### src/rtl/verificador_tabuleiro_if.sv
// Board-checker bus: start/result handshake with the control unit
// plus the synchronous-read port of the board RAM.
interface verificador_tabuleiro_if #(
  parameter int MACRO_W = 4,
  parameter int CELL_W  = 2
);
  logic               iniciar;
  logic [MACRO_W-1:0] tabuleiro;
  logic [CELL_W-1:0]  dado;
  logic [MACRO_W-1:0] addr_macro;
  logic [3:0]         addr_celula;
  logic               le_ram;
  logic               ocupado;
  logic               pronto;
  logic               vitoria;
  logic [CELL_W-1:0]  vencedor;
  logic               empate;
  logic               cheio;
  logic               erro;
  logic [2:0]         db_estado;

  modport master (
    output iniciar, tabuleiro, dado,
    input  addr_macro, addr_celula, le_ram, ocupado, pronto,
    input  vitoria, vencedor, empate, cheio, erro, db_estado
  );

  modport slave (
    input  iniciar, tabuleiro, dado,
    output addr_macro, addr_celula, le_ram, ocupado, pronto,
    output vitoria, vencedor, empate, cheio, erro, db_estado
  );
endinterface

### src/rtl/verificador_tabuleiro.sv
// Scans one 3x3 board from the board RAM and reports
// winner / draw / full / error to the game control unit.
module verificador_tabuleiro #(
  parameter int MACRO_W = 4,
  parameter int CELL_W  = 2
) (
  input logic clock,
  input logic reset,
  verificador_tabuleiro_if.slave bus
);

  typedef enum logic [2:0] {
    OCIOSO  = 3'd0,
    LEITURA = 3'd1,
    ESPERA  = 3'd2,
    AVALIA  = 3'd3,
    FIM     = 3'd4
  } estado_t;

  localparam logic [CELL_W-1:0] C_X   = CELL_W'(1);
  localparam logic [CELL_W-1:0] C_O   = CELL_W'(2);
  localparam logic [CELL_W-1:0] C_INV = '1;

  estado_t            state_q, state_d;
  logic [3:0]         idx_q, idx_d;
  logic [3:0]         idxd_q, idxd_d;
  logic               cap_q, cap_d;
  logic [MACRO_W-1:0] mac_q, mac_d;
  logic [CELL_W-1:0]  cell_q [9];
  logic [CELL_W-1:0]  cell_d [9];
  logic               vit_q, vit_d;
  logic [CELL_W-1:0]  ven_q, ven_d;
  logic               emp_q, emp_d;
  logic               che_q, che_d;
  logic               err_q, err_d;
  logic               le_q, le_d;
  logic               ocu_q, ocu_d;
  logic               pro_q, pro_d;

  logic [8:0] mx, mo, mi;
  logic       xw, ow;

  function automatic logic linha(input logic [8:0] m);
    return (m[0] & m[1] & m[2]) | (m[3] & m[4] & m[5]) |
           (m[6] & m[7] & m[8]) | (m[0] & m[3] & m[6]) |
           (m[1] & m[4] & m[7]) | (m[2] & m[5] & m[8]) |
           (m[0] & m[4] & m[8]) | (m[2] & m[4] & m[6]);
  endfunction

  always_comb begin
    for (int i = 0; i < 9; i++) begin
      mx[i] = (cell_q[i] == C_X);
      mo[i] = (cell_q[i] == C_O);
      mi[i] = (cell_q[i] == C_INV);
    end
    xw = linha(mx);
    ow = linha(mo);
  end

  always_comb begin
    state_d = state_q;
    idx_d   = idx_q;
    mac_d   = mac_q;
    cell_d  = cell_q;
    vit_d   = vit_q;
    ven_d   = ven_q;
    emp_d   = emp_q;
    che_d   = che_q;
    err_d   = err_q;
    // RAM data lags the address by one cycle
    cap_d   = (state_q == LEITURA);
    idxd_d  = idx_q;
    if (cap_q) cell_d[idxd_q] = bus.dado;
    case (state_q)
      OCIOSO: begin
        if (bus.iniciar) begin
          mac_d   = bus.tabuleiro;
          idx_d   = 4'd0;
          state_d = LEITURA;
        end
      end
      LEITURA: begin
        if (idx_q == 4'd8) begin
          idx_d   = 4'd0;
          state_d = ESPERA;
        end else begin
          idx_d = idx_q + 4'd1;
        end
      end
      ESPERA: state_d = AVALIA;
      AVALIA: begin
        vit_d   = xw | ow;
        ven_d   = xw ? C_X : (ow ? C_O : '0);
        che_d   = &(mx | mo);
        emp_d   = !(xw | ow) && (&(mx | mo));
        err_d   = (|mi) | (xw & ow);
        state_d = FIM;
      end
      FIM:     state_d = OCIOSO;
      default: state_d = OCIOSO;
    endcase
    le_d  = (state_d == LEITURA);
    ocu_d = (state_d != OCIOSO);
    pro_d = (state_d == FIM);
  end

  always_ff @(posedge clock or negedge reset) begin
    if (!reset) begin
      state_q <= OCIOSO;
      idx_q   <= '0;
      idxd_q  <= '0;
      cap_q   <= 1'b0;
      mac_q   <= '0;
      cell_q  <= '{default: '0};
      vit_q   <= 1'b0;
      ven_q   <= '0;
      emp_q   <= 1'b0;
      che_q   <= 1'b0;
      err_q   <= 1'b0;
      le_q    <= 1'b0;
      ocu_q   <= 1'b0;
      pro_q   <= 1'b0;
    end else begin
      state_q <= state_d;
      idx_q   <= idx_d;
      idxd_q  <= idxd_d;
      cap_q   <= cap_d;
      mac_q   <= mac_d;
      cell_q  <= cell_d;
      vit_q   <= vit_d;
      ven_q   <= ven_d;
      emp_q   <= emp_d;
      che_q   <= che_d;
      err_q   <= err_d;
      le_q    <= le_d;
      ocu_q   <= ocu_d;
      pro_q   <= pro_d;
    end
  end

  assign bus.addr_macro  = mac_q;
  assign bus.addr_celula = idx_q;
  assign bus.le_ram      = le_q;
  assign bus.ocupado     = ocu_q;
  assign bus.pronto      = pro_q;
  assign bus.vitoria     = vit_q;
  assign bus.vencedor    = ven_q;
  assign bus.empate      = emp_q;
  assign bus.cheio       = che_q;
  assign bus.erro        = err_q;
  assign bus.db_estado   = state_q;

endmodule

### src/flat_wrapper.sv
// flat-port wrapper written by rule: the top's interface ports become plain ports
module verificador_tabuleiro_flat 
#(
  parameter int MACRO_W = 4,
  parameter int CELL_W  = 2
)
  (clock, reset, bus_iniciar, bus_tabuleiro, bus_dado, bus_addr_macro, bus_addr_celula, bus_le_ram, bus_ocupado, bus_pronto, bus_vitoria, bus_vencedor, bus_empate, bus_cheio, bus_erro, bus_db_estado);
  verificador_tabuleiro_if #(.MACRO_W(MACRO_W), .CELL_W(CELL_W)) bus_i ();
  input logic clock;
  input logic reset;
  input wire logic [$bits(bus_i.iniciar)-1:0] bus_iniciar;
  input wire logic [$bits(bus_i.tabuleiro)-1:0] bus_tabuleiro;
  input wire logic [$bits(bus_i.dado)-1:0] bus_dado;
  output wire logic [$bits(bus_i.addr_macro)-1:0] bus_addr_macro;
  output wire logic [$bits(bus_i.addr_celula)-1:0] bus_addr_celula;
  output wire logic [$bits(bus_i.le_ram)-1:0] bus_le_ram;
  output wire logic [$bits(bus_i.ocupado)-1:0] bus_ocupado;
  output wire logic [$bits(bus_i.pronto)-1:0] bus_pronto;
  output wire logic [$bits(bus_i.vitoria)-1:0] bus_vitoria;
  output wire logic [$bits(bus_i.vencedor)-1:0] bus_vencedor;
  output wire logic [$bits(bus_i.empate)-1:0] bus_empate;
  output wire logic [$bits(bus_i.cheio)-1:0] bus_cheio;
  output wire logic [$bits(bus_i.erro)-1:0] bus_erro;
  output wire logic [$bits(bus_i.db_estado)-1:0] bus_db_estado;
  assign bus_i.iniciar = bus_iniciar;
  assign bus_i.tabuleiro = bus_tabuleiro;
  assign bus_i.dado = bus_dado;
  assign bus_addr_macro = bus_i.addr_macro;
  assign bus_addr_celula = bus_i.addr_celula;
  assign bus_le_ram = bus_i.le_ram;
  assign bus_ocupado = bus_i.ocupado;
  assign bus_pronto = bus_i.pronto;
  assign bus_vitoria = bus_i.vitoria;
  assign bus_vencedor = bus_i.vencedor;
  assign bus_empate = bus_i.empate;
  assign bus_cheio = bus_i.cheio;
  assign bus_erro = bus_i.erro;
  assign bus_db_estado = bus_i.db_estado;
  verificador_tabuleiro #(.MACRO_W(MACRO_W), .CELL_W(CELL_W)) u_core (.clock(clock), .reset(reset), .bus(bus_i));
endmodule
### config.mk
export PLATFORM = sky130hd
export DESIGN_NAME = verificador_tabuleiro_flat
export DESIGN_NICKNAME = d
export VERILOG_FILES = /design/src/rtl/verificador_tabuleiro_if.sv /design/src/rtl/verificador_tabuleiro.sv /design/src/flat_wrapper.sv
export SDC_FILE = /design/constraint.sdc
export NUM_CORES = 1
export LEC_CHECK = 0
export CORE_ASPECT_RATIO = 2
export CORE_MARGIN = 2
export CORE_UTILIZATION = 65
export CTS_BUF_LIST = sky130_fd_sc_hd__clkbuf_8
export DETAILED_ROUTE_END_ITERATION = 7
export DONT_BUFFER_PORTS = 1
export GPL_TIMING_DRIVEN = 0
export MAX_ROUTING_LAYER = met4
export PLACE_DENSITY_LB_ADDON = 0.12
export REMOVE_ABC_BUFFERS = 1
export SLEW_MARGIN = 20
export SYNTH_ARGS = -nofsm -noshare
export SYNTH_HDL_FRONTEND = slang
export SYNTH_SLANG_ARGS = --single-unit
export TNS_END_PERCENT = 20
### constraint.sdc
create_clock -name clock -period 2.1 [get_ports clock]
set_input_delay 0.525 -clock clock [delete_from_list [all_inputs] [get_ports clock]]
set_output_delay 0.525 -clock clock [all_outputs]
set_load 0.005 [all_outputs]
=== Word-level counts from Yosys, hierarchy flattened ===
Index checks and enable logic that the tools add are counted.

* Bits in registers: 43
* Input port bits: 9
* Output and inout port bits: 20
* Logic and storage cells: 131

* $add $sub $neg: 1
* Magnitude comparators: 2
* Equal/unequal tests: 34
* Mux-type cells: 11
* Bitwise operators: 51
* Reduce and logical (&&, ||, !) cells: 10

{| class="wikitable"
|+ Operators by type and width
! cell !! count
|-
| == test 2 bit, second input constant || 18
|-
| bitwise AND 1 bit || 33
|-
| bitwise mux 18 bit || 1
|-
| == test 2 x 1 -> 1 bit, second input constant || 9
|-
| OR 1 bit || 16
|-
| case mux 3 bit (4 select lines) || 1
|-
| OR 9 bit || 1
|-
| AND reduction 9 bit || 1
|-
| OR reduction 9 bit || 1
|-
| demux 2 bit (select 4 bit) || 1
|-
| two-way mux 4 bit || 2
|-
| case mux 4 bit (2 select lines) || 1
|-
| == test 3 x 1 -> 1 bit, second input constant || 2
|-
| == test 3 x 2 -> 1 bit, second input constant || 2
|-
| two-way mux 2 bit || 3
|-
| two-way mux 3 bit || 2
|-
| >= comparator 5 bit, second input constant || 1
|-
| less-than comparator 5 x 1 -> 1 bit, second input constant || 1
|-
| NOT 4 -> 5 bit || 1
|-
| adder 4 x 1 -> 4 bit, second input constant || 1
|-
| == test 4 bit, second input constant || 1
|-
| AND reduction 2 bit || 2
|-
| == test 3 bit, second input constant || 1
|-
| logical NOT 3 bit || 1
|-
| other kinds (5) || 6
|}

=== Logic depth before layout (Yosys ltp) ===
Gate-level depths: netlist (run 1).

* Word-level depth: 13
* Gate-level depth with buffers: 7
* Gate-level depth less buffers: 7

=== Worst setup path after synthesis (run 1) ===
OpenSTA, ideal clock, no wires.

* Path kind: register to register
* From: register u_core.cell_q[8] in the netlist's numbering
* To: register u_core.emp_q (netlist: u_core.bus.empate)
* Arrival: 1.450 ns
* Data required time: 2.036 ns
* Slack: 0.586 ns
* Cell stages (with the launch flop): 7
* Buffers on the path: 0
* Cell sequence: dfrtp_1 > ha_1 > a22o_1 > a22oi_1 > nand2_1 > nor3_1 > a21o_1

* Cells in the longest elaborated chain, start to end: 13
* Elaborated cells on any way between the ends: 37

{| class="wikitable"
|+ Ends and longest elaborated chain
! element !! line !! text
|-
| from (decl) || verificador_tabuleiro.sv:29 || <nowiki>logic [CELL_W-1:0] cell_q [9];</nowiki>
|-
| from (signal assigned) || verificador_tabuleiro.sv:129 || <nowiki>cell_q <= cell_d;</nowiki>
|-
| == test 2 x 1 -> 1 bit or == test 2 bit (tied branches) || verificador_tabuleiro.sv:52, verificador_tabuleiro.sv:53 ||
|-
| bitwise AND 1 bit (2 in series) || verificador_tabuleiro.sv:44 || <nowiki>return (m[0] & m[1] & m[2]) | (m[3] & m[4] & m[5]) |</nowiki>
|-
| OR 1 bit (2 in series) || verificador_tabuleiro.sv:44 ||
|-
| OR 1 bit (2 in series) || verificador_tabuleiro.sv:45 || <nowiki>(m[6] & m[7] & m[8]) | (m[0] & m[3] & m[6]) |</nowiki>
|-
| OR 1 bit (2 in series) || verificador_tabuleiro.sv:46 || <nowiki>(m[1] & m[4] & m[7]) | (m[2] & m[5] & m[8]) |</nowiki>
|-
| OR 1 bit || verificador_tabuleiro.sv:47 || <nowiki>(m[0] & m[4] & m[8]) | (m[2] & m[4] & m[6]);</nowiki>
|-
| OR 1 bit || verificador_tabuleiro.sv:95 || <nowiki>emp_d = !(xw | ow) && (&(mx | mo));</nowiki>
|-
| logical NOT 1 bit || verificador_tabuleiro.sv:95 ||
|-
| logical AND 1 bit * || verificador_tabuleiro.sv:95 ||
|-
| to (signal assigned) || verificador_tabuleiro.sv:132 || <nowiki>emp_q <= emp_d;</nowiki>
|-
| to (decl) || verificador_tabuleiro.sv:33 || <nowiki>logic emp_q, emp_d;</nowiki>
|}

Mark *: on every way between the ends. The rest lies on a longest branch, timed or not.
A chain may end at the register's enable or synchronous reset.

=== Worst setup path in the final report (run 1) ===
* From: register u_core.cell_q[9] in the netlist's numbering
* To: register u_core.vit_q (netlist: u_core.bus.vitoria)

* Cells in the longest elaborated chain, start to end: 11
* Elaborated cells on any way between the ends: 33

{| class="wikitable"
|+ Ends and longest elaborated chain
! element !! line !! text
|-
| == test 2 x 1 -> 1 bit or == test 2 bit (tied branches) || verificador_tabuleiro.sv:52, verificador_tabuleiro.sv:53 ||
|-
| bitwise AND 1 bit (2 in series) || verificador_tabuleiro.sv:44 ||
|-
| OR 1 bit (2 in series) || verificador_tabuleiro.sv:44 ||
|-
| OR 1 bit (2 in series) || verificador_tabuleiro.sv:45 ||
|-
| OR 1 bit (2 in series) || verificador_tabuleiro.sv:46 ||
|-
| OR 1 bit || verificador_tabuleiro.sv:47 ||
|-
| OR 1 bit * || verificador_tabuleiro.sv:92 || <nowiki>vit_d = xw | ow;</nowiki>
|-
| to (signal assigned) || verificador_tabuleiro.sv:130 || <nowiki>vit_q <= vit_d;</nowiki>
|-
| to (decl) || verificador_tabuleiro.sv:31 || <nowiki>logic vit_q, vit_d;</nowiki>
|}

Marks and branches as above.

==> results of run 1 <==
==> where the power goes <==
group          internal, mW  total (mW)  switching [mW]
logic                 0.660        1.36           0.695
clock network         0.295       0.571           0.275
registers              1.18        1.57           0.390
total                  2.13        3.49            1.36
==> state kept, by name, indices dropped and copies added, names as in the netlist, 2 cells and up <==
signal                  flops
u_core.cell_q              18
u_core.bus.addr_celula      4
u_core.bus.addr_macro       4
u_core.idxd_q               4
u_core.bus.db_estado        3
u_core.bus.vencedor         2
==> how the worst max path moves through the flow <==
stage                         endpoint  slack [ns]  cells after the start
floorplan            u_core.bus.empate        0.59                      6
global placement     u_core.bus.empate        0.42                      6
detailed placement   u_core.bus.empate        0.38                      7
CTS                 u_core.bus.vitoria        0.35                      7
global route        u_core.bus.vitoria        0.19                      7
finish              u_core.bus.vitoria        0.36                      7
==> cell type report <==
type / instances / area (um2)
multi-input cells: 137 / 1081
flip-flops and latches: 43 / 1076
fillers: 249 / 940.9
clock buffers: 7 / 96.34
inverters: 22 / 82.58
well taps: 32 / 40.04
repair buffers: 1 / 20.02
clock inverters: 1 / 3.754
==> kinds of logic after synthesis <==
| family | Yosys count |
|---|---|
| and+or+nand+nor | 58 |
| DFF | 43 |
| muxes | 14 |
| adders and majority gates | 29 |
| buffers and inverters | 24 |
| AOI/OAI and AO/OA | 36 |
==> layer usage <==
metal / routed length (um) / vias to the layer above / GRT usage [%]
li1: - / 709 / -
met1: 1540 / 741 / 28.19
met2: 2520 / 26 / 44.17
met3: 92 / 16 / 4.149
met4: 171 / 0 / 14.71
met5: 0 / - / -
==> layout by cell type (no fill, tap or decap) <==
master and count:
a21oi_1 4, or4b_4 1, nor4b_1 2, nand2_1 21, o21bai_1 1, nor2_1 12
o21ai_0 15, o211ai_1 1, a31oi_1 1, clkbuf_8 7, nand4_1 1, and2_1 1
nor3_1 5, nand2b_1 3, inv_1 23, ha_1 29, a22oi_1 4, dfrtp_1 43
nand3_1 3, nor4_1 2, buf_12 1, mux2_4 2, nand3b_1 3, nand2b_4 1
nor4b_4 1, a21o_1 1, mux2_2 12, nand3b_2 1, or4b_1 1, a22o_1 9
==> worst register-to-register path: stages (launching register included) <==
cell	delay, ns
dfrtp_1	0.41
inv_1	0.07
ha_1	0.21
a22o_1	0.23
a22oi_1	0.30
nand2_1	0.15
o21ai_0	0.19
nand2_1	0.07
==> repair_timing <==
| item | in CTS | in global routing |
|---|---|---|
| hold buffers | 1 | 0 |
| hold endpoints to repair | 43 | 0 |
| gates resized for setup | 0 | 0 |
==> results_dict.tcl, run 1 <==
set metrics [dict create \
    synth_top_family_by_area "adder cells" \
    slew_violations 0 \
    power.leakage_nw 1.188 \
    via_per_inst 6.140 \
    root_buffer "clkbuf_8" \
    first_pass_iters 4 \
    crit_top_cell "nand2_1" \
    min-delay-path-class "input pin to async pin" \
    fin_ws_ns 0.3591 \
    finalPower_mw 3.493 \
    tightest_slew_ns 0.6238 \
    path_buf_inv 1 \
    holdWs_ns 0.05978 \
    synth_cells 204 \
    async_reset_ff_share_pct 100.0 \
    cp_max_fo 4 \
    timing.fmax_mhz 574.4 \
    io_pins 29 \
    synth_compound_area_share_pct 10.36 \
    synth_xor_area_share_pct 0 \
    stdcell_area_um2 2400 \
    path_delay_family "compound AO/OA/AOI/OAI gates" \
    startpoint "u_core.cell_q[9]" \
    end_kind "flip-flop" \
    initial_core_util_pct 67.27 \
    finalSetupTns_ns 0 \
    worstPathRequired_ns 2.29 \
    core_um2 3341 \
    die_x_um 45.58 \
    antenna_cells 0 \
    fin_crit_ns 1.741 \
    vias 1492 \
    antenna_found_initial 0 \
    maxSlewHeadroom_pct 57.83 \
    synth_edf_count 0 \
    dp_cells 234 \
    grt_pass1_vias 1545 \
    drc 0 \
    synth_top_area_share_pct 47.88 \
    yosysWarnings 0 \
    r2r-end "u_core.bus.vitoria" \
    dieArea_um2 3972 \
    wl_per_cell_um 17.80 \
    syn-cell-area_um2 2247 \
    cp_cell_sequence "inv_1 > ha_1 > a22o_1 > a22oi_1 > nand2_1 > o21ai_0 > nand2_1" \
    clock-sinks 43 \
    arrival_ns 1.93 \
    layout_worst_path_cycle_share_pct 82.90 \
    post-cts-setup-buffer-count 0 \
    synthAdderAreaFrac_pct 16.15 \
    pwr_density_cell_nw_per_um2 1455 \
    area_growth_pct 6.793 \
    io_buffers 0 \
    place_ws_ns 0.3812 \
    cts_made_buffers 5 \
    gp_congestion 0.9170 \
    synth_ff_type "dfrtp_1" \
    status "finished, final reports clean" \
    avgSynthCellArea_um2 11.02 \
    grt_max_degree 44 \
    reg2regPathDepth 7 \
    netlist_top_cells_count "43 x dfrtp_1, 29 x ha_1, 22 x inv_1, 21 x nand2_1, 15 x o21ai_0" \
    ant_nets 0 \
    drt-total-wl_um 4325 \
    setup_viol 0 \
    cpMaxStageDelayCell "dfrtp_1" \
    synth_top_area_cell "dfrtp_1" \
    ys_seq_area_share_pct 47.88 \
    clk_path_buf_depth 2 \
    synth-simple-area-share_pct 14.25 \
    drv_cap 0 \
    cpPeakStageDelay_ns 0.41 \
    clk_pin_slew_worst_paths_ns 0.08 \
    ys_top_cells_by_area "dfrtp_1 48%, ha_1 16%, mux2_2 6.0%" \
    nNetsFinal 248 \
    clock_latency_ns 0.30 \
    drive_gt1_share_pct 12.32 \
    cts_tree "built" \
    finalNonFillerCells 243 \
    grt.total_usage_pct 26.43 \
    synthMuxAreaShare_pct 7.350 \
    clock_skew_ns 0.01093 \
    post-dp-hpwl_um 3329 \
    die_h_um 87.15 \
    criticalPathCategory "flip-flop to flip-flop" \
    ir_worst_vdd_mv 0.8484 \
    htreeDepth 2 \
    utilization_pct 71.84 \
    synthDistinctLibCells 29 \
    yosysMostFrequentCell "dfrtp_1" \
    r2r_start "u_core.cell_q[9]" \
    critPathLaunchType "flip-flop" \
    ys_ff_latch 43 \
    rsz0062_at_grt "no" \
    finalHoldViolCount 0 \
    initialDrtViolationCount 18 \
    post_dp_cell_area_um2 2280 \
    rows 30 \
    ff2ff_setup_slack_ns 0.36 \
    overflow 0 \
    grt_pass1_wl_um 7224 \
]
Power figures use the tool's default switching activity.
==> run 2, diff against run 1 <==
--- a/config.mk
+++ b/config.mk
@@ -7,7 +7,7 @@
 export LEC_CHECK = 0
 export CORE_ASPECT_RATIO = 2
 export CORE_MARGIN = 2
-export CORE_UTILIZATION = 65
+export CORE_UTILIZATION = 59
 export CTS_BUF_LIST = sky130_fd_sc_hd__clkbuf_8
 export DETAILED_ROUTE_END_ITERATION = 7
 export DONT_BUFFER_PORTS = 1
==> constraint.sdc (replaced) <==
create_clock -name clock -period 1.6 [get_ports clock]
set_input_delay 0.4 -clock clock [delete_from_list [all_inputs] [get_ports clock]]
set_output_delay 0.4 -clock clock [all_outputs]
set_load 0.005 [all_outputs]
==> results_dict.tcl, run 2 (same netlist as run 1, synthesis figures left out) <==
set metrics [dict create \
    clock-sinks 43 \
    drt-total-wl_um 4800 \
    regMostFlops "u_core.cell_q" \
    htreeDepth 2 \
    layout_worst_path_cycle_share_pct 100.9 \
    antenna_cells 0 \
    grt_pass1_wl_um 7652 \
    setup_viol 2 \
    die_x_um 47.64 \
    clock_skew_ns 0.009188 \
    end_kind "flip-flop" \
    stdcell_area_um2 2641 \
    finalNonFillerCells 269 \
    grt_max_degree 44 \
    grt.total_usage_pct 25.60 \
    fin_crit_ns 1.614 \
    criticalPathCategory "flip-flop to flip-flop" \
    fill_cells 279 \
    io_buffers 0 \
    drv_cap 0 \
    clk_pin_slew_worst_paths_ns 0.08 \
    largest_register_ffs 18 \
    overflow 0 \
    antenna_found_initial 0 \
    clock_latency_ns 0.30 \
    post-dp-hpwl_um 3606 \
    die_h_um 91.28 \
    arrival_ns 1.85 \
    cts_made_buffers 5 \
    grt_pass1_vias 1613 \
    fin_ws_ns -0.01414 \
    via_per_inst 5.684 \
    ir_worst_vdd_mv 1.376 \
    initial_core_util_pct 61.63 \
    violations "setup timing" \
    vias 1529 \
    dp_cells 251 \
    timing.fmax_mhz 619.5 \
    nNetsFinal 257 \
    ant_nets 0 \
    power.leakage_nw 1.229 \
    drc 0 \
    initialDrtViolationCount 22 \
    cts_tree "built" \
    critPathLaunchType "flip-flop" \
    drive_gt1_share_pct 27.27 \
    finalHoldViolCount 0 \
    startpoint "u_core.cell_q[11]" \
    utilization_pct 72.44 \
    r2r_start "u_core.cell_q[11]" \
    tightest_slew_ns 0.6790 \
    hold_start "bus_dado[1]" \
    io_pins 29 \
    pwr_density_cell_nw_per_um2 2019 \
    cp_max_fo 4 \
    final_common_cell "dfrtp_1" \
    clk_path_buf_depth 2 \
    core_um2 3646 \
    rows 31 \
    gp_congestion 0.9210 \
    first_pass_iters 4 \
    mostFrequentLayoutCells "39 x dfrtp_1, 21 x ha_1, 19 x inv_1, 19 x nand2_1" \
    worstPathRequired_ns 1.84 \
    slew_violations 0 \
    root_buffer "clkbuf_8" \
    rsz0062_at_grt "yes" \
    dieArea_um2 4349 \
    maxSlewHeadroom_pct 54.10 \
    min-delay-path-class "input pin to flip-flop" \
    place_ws_ns -0.1958 \
    area_growth_pct 17.54 \
    wl_per_cell_um 17.84 \
    post_dp_cell_area_um2 2301 \
    finalPower_mw 5.332 \
    status "finished with violations" \
]
run 2: critical path: stages, from the launching register on:
cell,delay [ns]
dfrtp_1,0.42
buf_4,0.15
ha_2,0.17
a22o_1,0.21
a22oi_2,0.19
nand2_2,0.12
nor3_2,0.19
a21o_1,0.11
run 2: path summary, 6_finish.rpt:
path | endpoint | slack [ns] | cells after the start
worst max-delay path | u_core.bus.empate | -0.01 | 7
worst min-delay path | u_core.cell_q[3] | 0.23 | 2
worst max register to register | u_core.bus.empate | -0.01 | 7
worst min register to register | u_core.idxd_q[0] | 0.49 | 0
max in group asynchronous | u_core.cell_q[8] | 0.82 | 2
min in group asynchronous | u_core.idxd_q[0] | 0.56 | 2
run 2: power by group:
| group | leakage, nW | switching, mW | internal (mW) |
|---|---|---|---|
| combinational | 0.642 | 1.09 | 1.14 |
| sequential | 0.517 | 0.556 | 1.55 |
| clock | 0.0695 | 0.372 | 0.618 |
| total | 1.23 | 2.02 | 3.31 |
run 2: final cells by class:
cell class / count / area (um2) / area share (%)
Tap cell: 49 / 61.31 / 2.321
Timing Repair Buffer: 10 / 90.09 / 3.411
Inverter: 22 / 82.58 / 3.126
Clock inverter: 3 / 63.81 / 2.416
Sequential cell: 43 / 1081 / 40.93
Clock buffer: 5 / 68.82 / 2.605
Multi-Input combinational cell: 137 / 1194 / 45.19
run 2: layer usage:
metal  GRT usage (%)  vias to the layer above  share of wire, %
met5               -                        -                 0
met4           10.36                        0               3.7
met3           4.970                       13               2.9
met2           44.93                       28                59
met1           25.57                      764                34
li1                -                      724                 -
run 2: metrics by stage:
stage	hold WS (ns)	TNS, ns
final	0.2272	-0.01742
after floorplan	0.1044	0
after detailed placement	0.1055	-0.5415
after global routing	0.2218	-0.2903
after global placement	0.1055	-0.3412
after CTS	0.2253	-0.1346
run 2: repair_timing:
action | 4_1_cts | 5_1_grt
resized for setup | 5 | 28
hold buffers | 2 | 0
pin swaps | 3 | 11
setup endpoints to repair | 5 | 8
endpoints found under the hold margin | 43 | 0
setup buffers | 2 | 6
==> run 3, diff against run 2 <==
--- a/config.mk
+++ b/config.mk
@@ -6,8 +6,8 @@
 export NUM_CORES = 1
 export LEC_CHECK = 0
 export CORE_ASPECT_RATIO = 2
-export CORE_MARGIN = 2
-export CORE_UTILIZATION = 59
+export CORE_MARGIN = 3
+export CORE_UTILIZATION = 65
 export CTS_BUF_LIST = sky130_fd_sc_hd__clkbuf_8
 export DETAILED_ROUTE_END_ITERATION = 7
 export DONT_BUFFER_PORTS = 1
@@ -15,6 +15,7 @@
 export MAX_ROUTING_LAYER = met4
 export PLACE_DENSITY_LB_ADDON = 0.12
 export REMOVE_ABC_BUFFERS = 1
+export SKIP_CTS_REPAIR_TIMING = 1
 export SLEW_MARGIN = 20
 export SYNTH_ARGS = -nofsm -noshare
 export SYNTH_HDL_FRONTEND = slang
==> constraint.sdc (replaced) <==
create_clock -name clock -period 1.85 [get_ports clock]
set_input_delay 0.4625 -clock clock [delete_from_list [all_inputs] [get_ports clock]]
set_output_delay 0.4625 -clock clock [all_outputs]
set_load 0.005 [all_outputs]
==> results_dict.tcl, run 3 (same netlist as run 1, synthesis figures left out) <==
set metrics [dict create \
    io_pins 29 \
    overflow 0 \
    die_x_um 47.58 \
    cpMaxStageDelayCell "dfrtp_1" \
    drv_cap 0 \
    final_common_cell "dfrtp_1" \
    grt_use_met3_pct 4.839 \
    first_pass_iters 4 \
    clk_path_buf_depth 2 \
    area_growth_pct 7.183 \
    timing.fmax_mhz 581.0 \
    holdWs_ns 0.2925 \
    dieArea_um2 4241 \
    finalNonFillerCells 242 \
    cts_made_buffers 5 \
    drive_gt1_share_pct 12.80 \
    clock_latency_ns 0.29 \
    ant_nets 0 \
    antenna_cells 0 \
    multi_input_area_um2 1086 \
    die_h_um 89.15 \
    grt.total_usage_pct 25.67 \
    post-dp-hpwl_um 3553 \
    maxSlewHeadroom_pct 42.40 \
    criticalPathCategory "flip-flop to flip-flop" \
    fin_ws_ns 0.1289 \
    cpPeakStageDelay_ns 0.42 \
    grtUsageMet1_pct 24.60 \
    grt_pass1_vias 1613 \
    layout_worst_path_cycle_share_pct 93.03 \
    initial_core_util_pct 69.59 \
    grt_pass1_wl_um 7334 \
    regMostFlops "u_core.cell_q" \
    worstPathRequired_ns 2.09 \
    gp_congestion 0.9145 \
    rows 29 \
    io_buffers 0 \
    finalHoldViolCount 0 \
    finalPower_mw 3.925 \
    stdcell_area_um2 2409 \
    pwr_density_cell_nw_per_um2 1629 \
    regArea_um2 1076 \
    power.leakage_nw 1.187 \
    min-delay-path-class "input pin to flip-flop" \
    cp_cell_sequence "ha_1 > a22o_1 > a22oi_1 > nand2_1 > nor3_1 > a21o_1" \
    htreeDepth 2 \
    critPathLaunchType "flip-flop" \
    drc 0 \
    finalSetupTns_ns 0 \
    setup_viol 0 \
    status "finished, final reports clean" \
    global_route.peak_usage_layer "met2" \
    cp_max_fo 4 \
    fill_cells 223 \
    place_ws_ns 0.1045 \
    nNetsFinal 249 \
    largest_register_ffs 18 \
    via_per_inst 6.285 \
    vias 1521 \
    core_um2 3229 \
    met2_usage_pct 46.58 \
    utilization_pct 74.58 \
    clk_pin_slew_worst_paths_ns 0.07 \
    end_kind "flip-flop" \
    wl_per_cell_um 19.05 \
    dp_cells 233 \
    ir_worst_vdd_mv 1.206 \
    fin_crit_ns 1.721 \
    mostFrequentLayoutCells "43 x dfrtp_1, 29 x ha_1, 22 x inv_1" \
    grt_max_degree 44 \
    arrival_ns 1.96 \
    clock_skew_ns 0.005274 \
    initialDrtViolationCount 42 \
    antenna_found_initial 0 \
    tightest_slew_ns 0.8520 \
    drt-total-wl_um 4609 \
    rsz0062_at_grt "no" \
    slew_violations 0 \
    clock-sinks 43 \
    cts_tree "built" \
    post_dp_cell_area_um2 2278 \
    root_buffer "clkbuf_8" \
]
-- run 3: metal layers --
| metal | vias to the layer above | part of all wire, % | wire, um |
|---|---|---|---|
| met3 | 12 | 3.0 | 137 |
| met2 | 38 | 59 | 2740 |
| li1 | 713 | - | - |
| met4 | 0 | 2.7 | 123 |
| met1 | 758 | 35 | 1608 |
| met5 | - | 0 | 0 |
-- run 3: worst paths after layout --
check | to | cells after the start | startpoint | slack (ns)
max in group asynchronous | u_core.bus.vitoria | 2 | reset | 0.99
setup / recovery | u_core.bus.empate | 6 | u_core.cell_q[8] | 0.13
min in group asynchronous | u_core.cell_q[17] | 2 | reset | 0.66
hold / removal | u_core.cell_q[2] | 2 | bus_dado[0] | 0.29
setup reg to reg | u_core.bus.empate | 6 | u_core.cell_q[8] | 0.13
hold reg to reg | u_core.idxd_q[2] | 0 | u_core.bus.addr_celula[2] | 0.52
-- run 3: where the power goes --
part	internal (mW)	switching [mW]
sequential	1.34	0.462
combinational	0.751	0.782
clock	0.293	0.301
-- run 3: critical path, delay by kind of cell (launching register included) --
kind / cells / cell delay (ns)
AOI/OAI and AO/OA: 3 / 0.63
and+or+nand+nor: 2 / 0.36
DFF: 1 / 0.42
adders and majority gates: 1 / 0.25
-- run 3: final cells by class --
cell class              instances  share of cell area (%)
clock inverters                 1                  0.2078
clock buffers                   6                   3.429
repair buffers                  2                   1.558
inverters                      22                   3.429
well taps                      31                   1.610
multi-input cells             137                   45.09
flip-flops and latches         43                   44.68
